==> config.mk <==
export PLATFORM = sky130hd
export DESIGN_NAME = fproc_meas_resp
export DESIGN_NICKNAME = d
export VERILOG_FILES = /design/src/rtl/fproc_pkg.sv /design/src/rtl/fproc_resp_port.sv /design/src/rtl/fproc_meas_resp.sv
export SDC_FILE = /design/constraint.sdc
export NUM_CORES = 1
export LEC_CHECK = 0
export ABC_CLOCK_PERIOD_IN_PS = 1400
export CORE_MARGIN = 10
export CORE_UTILIZATION = 36
export CTS_CLUSTER_DIAMETER = 200
export DETAILED_ROUTE_END_ITERATION = 8
export PLACE_DENSITY = 0.83
export REMOVE_ABC_BUFFERS = 1
export SYNTH_ARGS = -nofsm -noshare
export SYNTH_HDL_FRONTEND = slang
export SYNTH_HIERARCHICAL = 1
export SYNTH_SLANG_ARGS = --single-unit
==> constraint.sdc <==
create_clock -name clk -period 1.4 [get_ports clk]
set_input_delay 0.42 -clock clk [delete_from_list [all_inputs] [get_ports clk]]
set_output_delay 0.42 -clock clk [all_outputs]
set_load 0.1 [all_outputs]
==> src/rtl/fproc_pkg.sv <==
// Shared definitions for the fproc measurement responder: port state encoding,
// default widths and the response-data formatting rule.
package fproc_pkg;

   localparam int DEF_N_CORES = 4;
   localparam int DEF_N_MEAS  = 8;
   localparam int DEF_ID_W    = 8;
   localparam int DEF_DATA_W  = 32;

   // The measurement bit lands in this position; every other data bit is zero.
   localparam int RESP_BIT_POS = 0;

   typedef enum logic [1:0] {
      ST_IDLE = 2'd0,
      ST_WAIT = 2'd1,
      ST_RESP = 2'd2
   } port_state_e;

endpackage

==> src/rtl/fproc_resp_port.sv <==
// One core's response port: latches the requested channel id, waits until that
// channel is valid, then emits a registered one-cycle ready with the captured bit.
module fproc_resp_port
   import fproc_pkg::*;
#(
   parameter int N_MEAS = DEF_N_MEAS,
   parameter int ID_W   = DEF_ID_W,
   parameter int DATA_W = DEF_DATA_W
) (
   input  logic              clk,
   input  logic              reset,
   input  logic              req_i,
   input  logic [ID_W-1:0]   id_i,
   input  logic [N_MEAS-1:0] val_i,
   input  logic [N_MEAS-1:0] bit_i,
   output logic              ready_o,
   output logic [DATA_W-1:0] data_o,
   output logic [1:0]        state_o
);

   localparam int IDX_W = (N_MEAS > 1) ? $clog2(N_MEAS) : 1;

   port_state_e       state_q, state_d;
   logic [ID_W-1:0]   id_q, id_d;
   logic              ready_q, ready_d;
   logic [DATA_W-1:0] data_q, data_d;
   logic [IDX_W-1:0]  idx;
   logic              in_range;

   assign idx      = id_q[IDX_W-1:0];
   assign in_range = (id_q < ID_W'(N_MEAS));

   // Handshake: req_i is a strobe honoured only in IDLE; ready_o is a one-cycle
   // pulse and data_o is zero in every cycle where ready_o is low.
   always_comb begin
      state_d = state_q;
      id_d    = id_q;
      ready_d = 1'b0;
      data_d  = '0;
      case (state_q)
         ST_IDLE: begin
            if (req_i) begin
               id_d    = id_i;
               state_d = ST_WAIT;
            end
         end
         ST_WAIT: begin
            if (!in_range) begin
               state_d = ST_RESP;
               ready_d = 1'b1;
            end else if (val_i[idx]) begin
               state_d              = ST_RESP;
               ready_d              = 1'b1;
               data_d[RESP_BIT_POS] = bit_i[idx];
            end
         end
         ST_RESP: state_d = ST_IDLE;
         default: state_d = ST_IDLE;
      endcase
   end

   always_ff @(posedge clk) begin
      if (reset) begin
         state_q <= ST_IDLE;
         id_q    <= '0;
         ready_q <= 1'b0;
         data_q  <= '0;
      end else begin
         state_q <= state_d;
         id_q    <= id_d;
         ready_q <= ready_d;
         data_q  <= data_d;
      end
   end

   assign ready_o = ready_q;
   assign data_o  = data_q;
   assign state_o = state_q;

endmodule

==> src/rtl/fproc_meas_resp.sv <==
// Function-processor measurement responder: per-channel valid/bit store shared
// by N_CORES independent response ports.
module fproc_meas_resp
   import fproc_pkg::*;
#(
   parameter int N_CORES = DEF_N_CORES,
   parameter int N_MEAS  = DEF_N_MEAS,
   parameter int ID_W    = DEF_ID_W,
   parameter int DATA_W  = DEF_DATA_W
) (
   input  logic                      clk,
   input  logic                      reset,
   input  logic [N_CORES-1:0]        fproc_req,
   input  logic [N_CORES*ID_W-1:0]   fproc_id,
   output logic [N_CORES-1:0]        fproc_ready,
   output logic [N_CORES*DATA_W-1:0] fproc_data,
   input  logic [N_MEAS-1:0]         meas_valid,
   input  logic [N_MEAS-1:0]         meas_bit,
   input  logic                      meas_clear,
   output logic [N_CORES*2-1:0]      dbg_state
);

   logic [N_MEAS-1:0] val_q, val_d;
   logic [N_MEAS-1:0] bit_q, bit_d;

   // A fresh result in the same cycle as a clear survives for its own channel.
   always_comb begin
      val_d = meas_clear ? meas_valid : (val_q | meas_valid);
      bit_d = (bit_q & ~meas_valid) | (meas_bit & meas_valid);
   end

   always_ff @(posedge clk) begin
      if (reset) begin
         val_q <= '0;
         bit_q <= '0;
      end else begin
         val_q <= val_d;
         bit_q <= bit_d;
      end
   end

   for (genvar i = 0; i < N_CORES; i++) begin : g_port
      fproc_resp_port #(
         .N_MEAS (N_MEAS),
         .ID_W   (ID_W),
         .DATA_W (DATA_W)
      ) u_port (
         .clk     (clk),
         .reset   (reset),
         .req_i   (fproc_req[i]),
         .id_i    (fproc_id[i*ID_W +: ID_W]),
         .val_i   (val_q),
         .bit_i   (bit_q),
         .ready_o (fproc_ready[i]),
         .data_o  (fproc_data[i*DATA_W +: DATA_W]),
         .state_o (dbg_state[i*2 +: 2])
      );
   end

endmodule

### After elaboration in Yosys (flattened, before gate mapping)

Index checks and enable logic that the tools add are counted.

| storage, ports and cells | value |
|---|---|
| word-level logic and storage cells | 120 |
| flip-flop bits (word level) | 188 |
| memory bits (writable) | 0 |
| bits in latches | 0 |
| bits of input ports | 55 |
| memories | 0 |
| bits in read-only memories | 0 |
| output and inout port bits | 140 |

| operators by class | value |
|---|---|
| divide/modulo/power cells | 0 |
| eq/ne operators | 12 |
| multiplexer cells | 41 |
| reduce and logical (&&, ||, !) cells | 20 |
| add/subtract/negate cells | 0 |
| multipliers | 0 |
| shift operators | 0 |
| bitwise logic cells | 17 |
| magnitude comparators | 8 |

Operators by type and width:

| operator | count |
|---|---|
| $lt 8x4->1 const B | 4 |
| $bmux 1 s3 | 8 |
| $mux 2 | 12 |
| $and 8x8->8 | 2 |
| $lt 3x4->1 const B | 4 |
| $mux 1 | 16 |
| $or 8x8->8 | 2 |
| $pmux 2 s2 | 4 |
| $reduce_and 2->1 | 8 |
| $reduce_or 4->1 | 4 |
| $ne 3x3->1 const B | 4 |
| $not 1->1 | 12 |
| $eq 2x1->1 const B | 4 |
| $logic_not 2->1 | 4 |
| $mux 8 | 1 |
| $ne 2x2->1 const B | 4 |
| $not 8->8 | 1 |
| $reduce_or 2->1 | 4 |

### Depth between registers and ports, before layout

| logic depth | value |
|---|---|
| depth in word-level cells | 5 |
| gate-level depth with buffers | 4 |
| depth with buffers taken out | 3 |

### Modules after synthesis

The synthesis kept the hierarchy.

By module, submodules not included:

| module | sequential area each (um^2) | cells each | area an instance (um^2) | instances |
|---|---|---|---|---|
| fproc_resp_port | 240.2 | 80 | 794.5 | 4 |
| fproc_meas_resp | 320.3 | 58 | 609.3 | 1 |

### Worst setup path after synthesis

OpenSTA, ideal clock, no wires.

| path | value |
|---|---|
| path kind | register -> register |
| start | register g_port[0].u_port.state_q[0] |
| end | register g_port[0].u_port.state_q[0] |
| library setup time | 117 ps |
| data arrival time | 1522 ps |
| required time | 1283 ps |
| buffers on the path | 1 |
| slack | -239 ps |
| cell stages (with the launch flop) | 4 |
| clock period less this slack | 1639 ps |
| cells stage by stage | dfxtp_1 > nor3b_1 > buf_2 > a22o_1 |

| on the way | value |
|---|---|
| longest elaborated chain between the ends | 3 |
| elaborated cells on any way between the ends | 6 |
| classes of those cells | eq/ne: 3; mux: 1; reduce/logical: 2 |

RTL lines:

| element | line | RTL |
|---|---|---|
| start, declared | fproc_resp_port.sv:23 | `port_state_e state_q, state_d;` |
| start signal, assigned | fproc_resp_port.sv:69 | `state_q <= state_d;` |
| $eq 2x1->1 or $logic_not 2->1 (tied branches) | fproc_resp_port.sv:40 | `case (state_q)` |
| $ne 3x3->1 (no source line) or $ne 2x2->1 (tied branches) | n/a |  |
| $reduce_and 2->1 (no source line) | n/a |  |

Several ways; a longest one is shown, not always the timed one.
A chain may end at the register's enable or synchronous reset.

### Final worst setup path

| path | value |
|---|---|
| start | register g_port[0].u_port.id_q[0] |
| end | register g_port[0].u_port.state_q[1] |

| on the way | value |
|---|---|
| longest elaborated chain between the ends | 4 |
| elaborated cells on any way between the ends | 7 |
| classes of those cells | order compare: 1; eq/ne: 1; mux: 4; reduce/logical: 1 |

RTL lines:

| element | line | RTL |
|---|---|---|
| start, declared | fproc_resp_port.sv:24 | `logic [ID_W-1:0] id_q, id_d;` |
| start signal, assigned | fproc_resp_port.sv:70 | `id_q <= id_d;` |
| parallel branches: the longest is 4 deep, another holds $lt 8x4->1 | n/a |  |

Several ways; the timed one is not identified. The select of a mux whose other input is x is not followed.

==> out/qor.csv <==
stage,metric,value,unit
status,outcome,completed,
critical_path,CP endpoint kind,register,
die,Row Count,37,
critical_path,"reg-to-reg slack, setup",20,ps
sta,"Period Utilization, post-route",98.7,%
sta,# setup viols final,0,
sta,fin. max-slew vios,0,
global_routing,first-pass GRT wire length,13900,um
die,Core Region,0.0103,mm2
synthesis,yosys warns,6,
final_layout,P&R area growth vs syn,24.8,%
synthesis,sequential element share of the synthesized area,33.8,%
routing,Vias,2559,
synthesis,"FF+latch count, synth",64,
placed_design,DP HPWL,7570,um
worst_hold_path,worst min path class,in -> reg,
synthesis,Cells after Synth,378,
synthesis,largest area contributor in the netlist,dfxtp_1,
synthesis,Synth top area share,33.8,%
routing,wire per inst,15.2,um
critical_path,worst-path fanout max,4,
final_layout,number of fill cells,967,
synthesis,number of synthesized flops with an enable pin,0,
final_layout,layout cells sized above 1,22.4,%
final_layout,nets@finish,523,
pwr,clock share of power,25.1,%
clocking,Clock transition at path regs,70,ps
clocking,Clk Tree Root Cell,clkbuf_8,
clocking,# H-tree levels,3,
critical_path,kind of critical path,reg -> reg,
placed_design,Post-Place Cells,588,
die,Top Ports,195,
synthesis,Mean Syn Cell Area,10.0,um2
final_layout,diode count,0,
sta,minimum clock period,1380,ps
routing,Final ANT Viol Nets,0,
clocking,CTS buffer count,9,
pwr,Pleak,2.10,nW
synthesis,Synth area leaders,"dfxtp_1 (34%), buf_4 (25%), mux2i_1 (12%)",
routing,DRT Pass-1 Iters,4,
global_routing,vias in the first global route,2694,
routing,post-route DRC violation count,0,
pwr,P per Cell Area,1350,mW/mm2
routing,Initial DRC Count,195,
sta,setup TNS,0,ps
global_routing,initial antenna violation count,0,
flow_run,max-cap viol count,0,
pwr,Switching Fraction,44.9,%
routing,final wirelength,9250,um
critical_path,Worst EP required,1590,ps
sta,clk_skew,12.5,ps
sta,Fin. Hold Viols,0,
sta,RSZ-0062 raised after global routing,yes,
die,Starting Density,36.9,%
routing,Via density,4.20,
clocking,Skew-Pair Late Insertion Delay,340,ps
sta,Achievable Freq,0.724,GHz
synthesis,commonest cells in the netlist,"buf_4 (124), dfxtp_1 (64), mux2i_1 (44)",
placed_design,Final Wtd Congestion,0.860,
synthesis,post-synth cell types,23,
die,DIE WIDTH,123,um
clocking,buffer levels on the longest clock path,2,
critical_path,Worst setup SP type,register,
critical_path,Worst Path Arrival,1570,ps
pwr,Seq pwr share,33.1,%
synthesis,Post-Syn Area,0.00379,mm2
clocking,CTS tree,yes,
sta,hold slack,483,ps
die,Die Area,0.0150,mm2
pwr,Logic pwr share,41.8,%
final_layout,Final Instance Count excl. Fillers,609,
pwr,internal power,0.00351,W
pwr,Net Sw Power,0.00286,W
placed_design,# port buffers,70,
synthesis,"Async S/R FF share, synth",0,%
global_routing,GR Overflow Total,0,
die,Vert. Die Dim,123,um
global_routing,largest net degree at the start of global routing,26,
synthesis,Most used DFF post-synth,dfxtp_1,
pwr,VDD IR max,0.559,mV
synthesis,most common cell in the synthesized netlist,buf_4,
global_routing,Tot GR Track Use,11.6,%
clocking,Post-CTS Hold Buffers,0,
clocking,clock net sink count,64,
-- cells by family after synthesis --
| family | count (synthesis) | share of synthesized area [%] |
|---|---|---|
| buf+inv | 150 | 28.0 |
| simple gates | 76 | 10.0 |
| mux | 64 | 24.2 |
| flops | 64 | 33.8 |
| compound gates | 20 | 3.50 |
| other cells | 4 | 0.396 |
-- per-layer routing --
layer  vias to the layer above  GRT usage (%)  part of all wire (%)
li1                       1202              -                     -
met4                         0           4.71                   1.9
met3                        17           4.41                    11
met5                         -              0                     0
met1                      1207           12.0                    36
met2                       133           20.9                    52
-- area by class of cell --
cell class / instances / area, um2 / area share (%)
repair buffers: 97 / 1110 / 23.5
clock inverters: 3 / 40.0 / 0.847
multi-input cells: 284 / 1900 / 40.1
well taps: 136 / 170 / 3.60
inverters: 12 / 45.0 / 0.953
flip-flops and latches: 64 / 1310 / 27.6
clock buffers: 13 / 159 / 3.36
-- power groups by stage --
stage | clock, W | combinational, W | sequential, W
finish | 0.00160 | 0.00266 | 0.00211
global route | 0.00172 | 0.00275 | 0.00213
CTS | 0.00164 | 0.00260 | 0.00210
detailed placement | 0 | 0.00256 | 0.00213
global placement | 0 | 0.00253 | 0.00211
floorplan | 0 | 0.00186 | 0.00230
-- path summary, 6_finish.rpt --
check                            from                          end  cells after the start
max          g_port[0].u_port/id_q[0]  g_port[0].u_port/state_o[1]                      3
min                             reset     g_port[3].u_port/id_q[0]                      3
max reg2reg  g_port[0].u_port/id_q[0]  g_port[0].u_port/state_o[1]                      3
min reg2reg  g_port[2].u_port/id_q[3]     g_port[2].u_port/id_q[3]                      2
-- cell usage in the layout (no fill, tap or decap), drive strengths merged --
| master | synthesis | routed |
|---|---|---|
| a21oi | 8 | 8 |
| nor3b | 8 | 8 |
| mux4 | 16 | 16 |
| a22o | 4 | 4 |
| dfxtp | 64 | 64 |
| buf | 130 | 44 |
| bufinv | 0 | 1 |
| clkbuf | 8 | 13 |
| a31oi | 8 | 8 |
| nor2 | 48 | 48 |
| conb | 4 | 124 |
| nor3 | 4 | 4 |
| inv | 12 | 12 |
| clkdlybuf4s50 | 0 | 53 |
| mux2i | 48 | 48 |
| and4 | 4 | 4 |
| clkinv | 0 | 2 |
| nand2b | 8 | 8 |
| nand2 | 4 | 4 |
-- what timing repair did --
item / CTS / global route
pin swaps: 3 / 5
setup buffers: 1 / 3
setup endpoints to repair: 20 / 25
resized for setup: 31 / 17
gates cloned: 0 / 1
-- metrics by stage --
stage	total power, W	utilization (%)	area (um2)	setup WS (ps)
floorplan	0.00415	-	3220	-792
global placement	0.00464	43.3	4450	-257
detailed placement	0.00469	43.3	4450	-333
CTS	0.00634	45.4	4660	0.0605
global route	0.00660	46.0	4730	-46.0
finish	0.00636	46.0	4730	18.6
-- critical path: stages, from the launching register on --
cell     delay (ps)
dfxtp_4         380
mux4_2          530
mux2i_4         220
a31oi_1         110
Note: power is estimated with default switching activity, not from simulation.
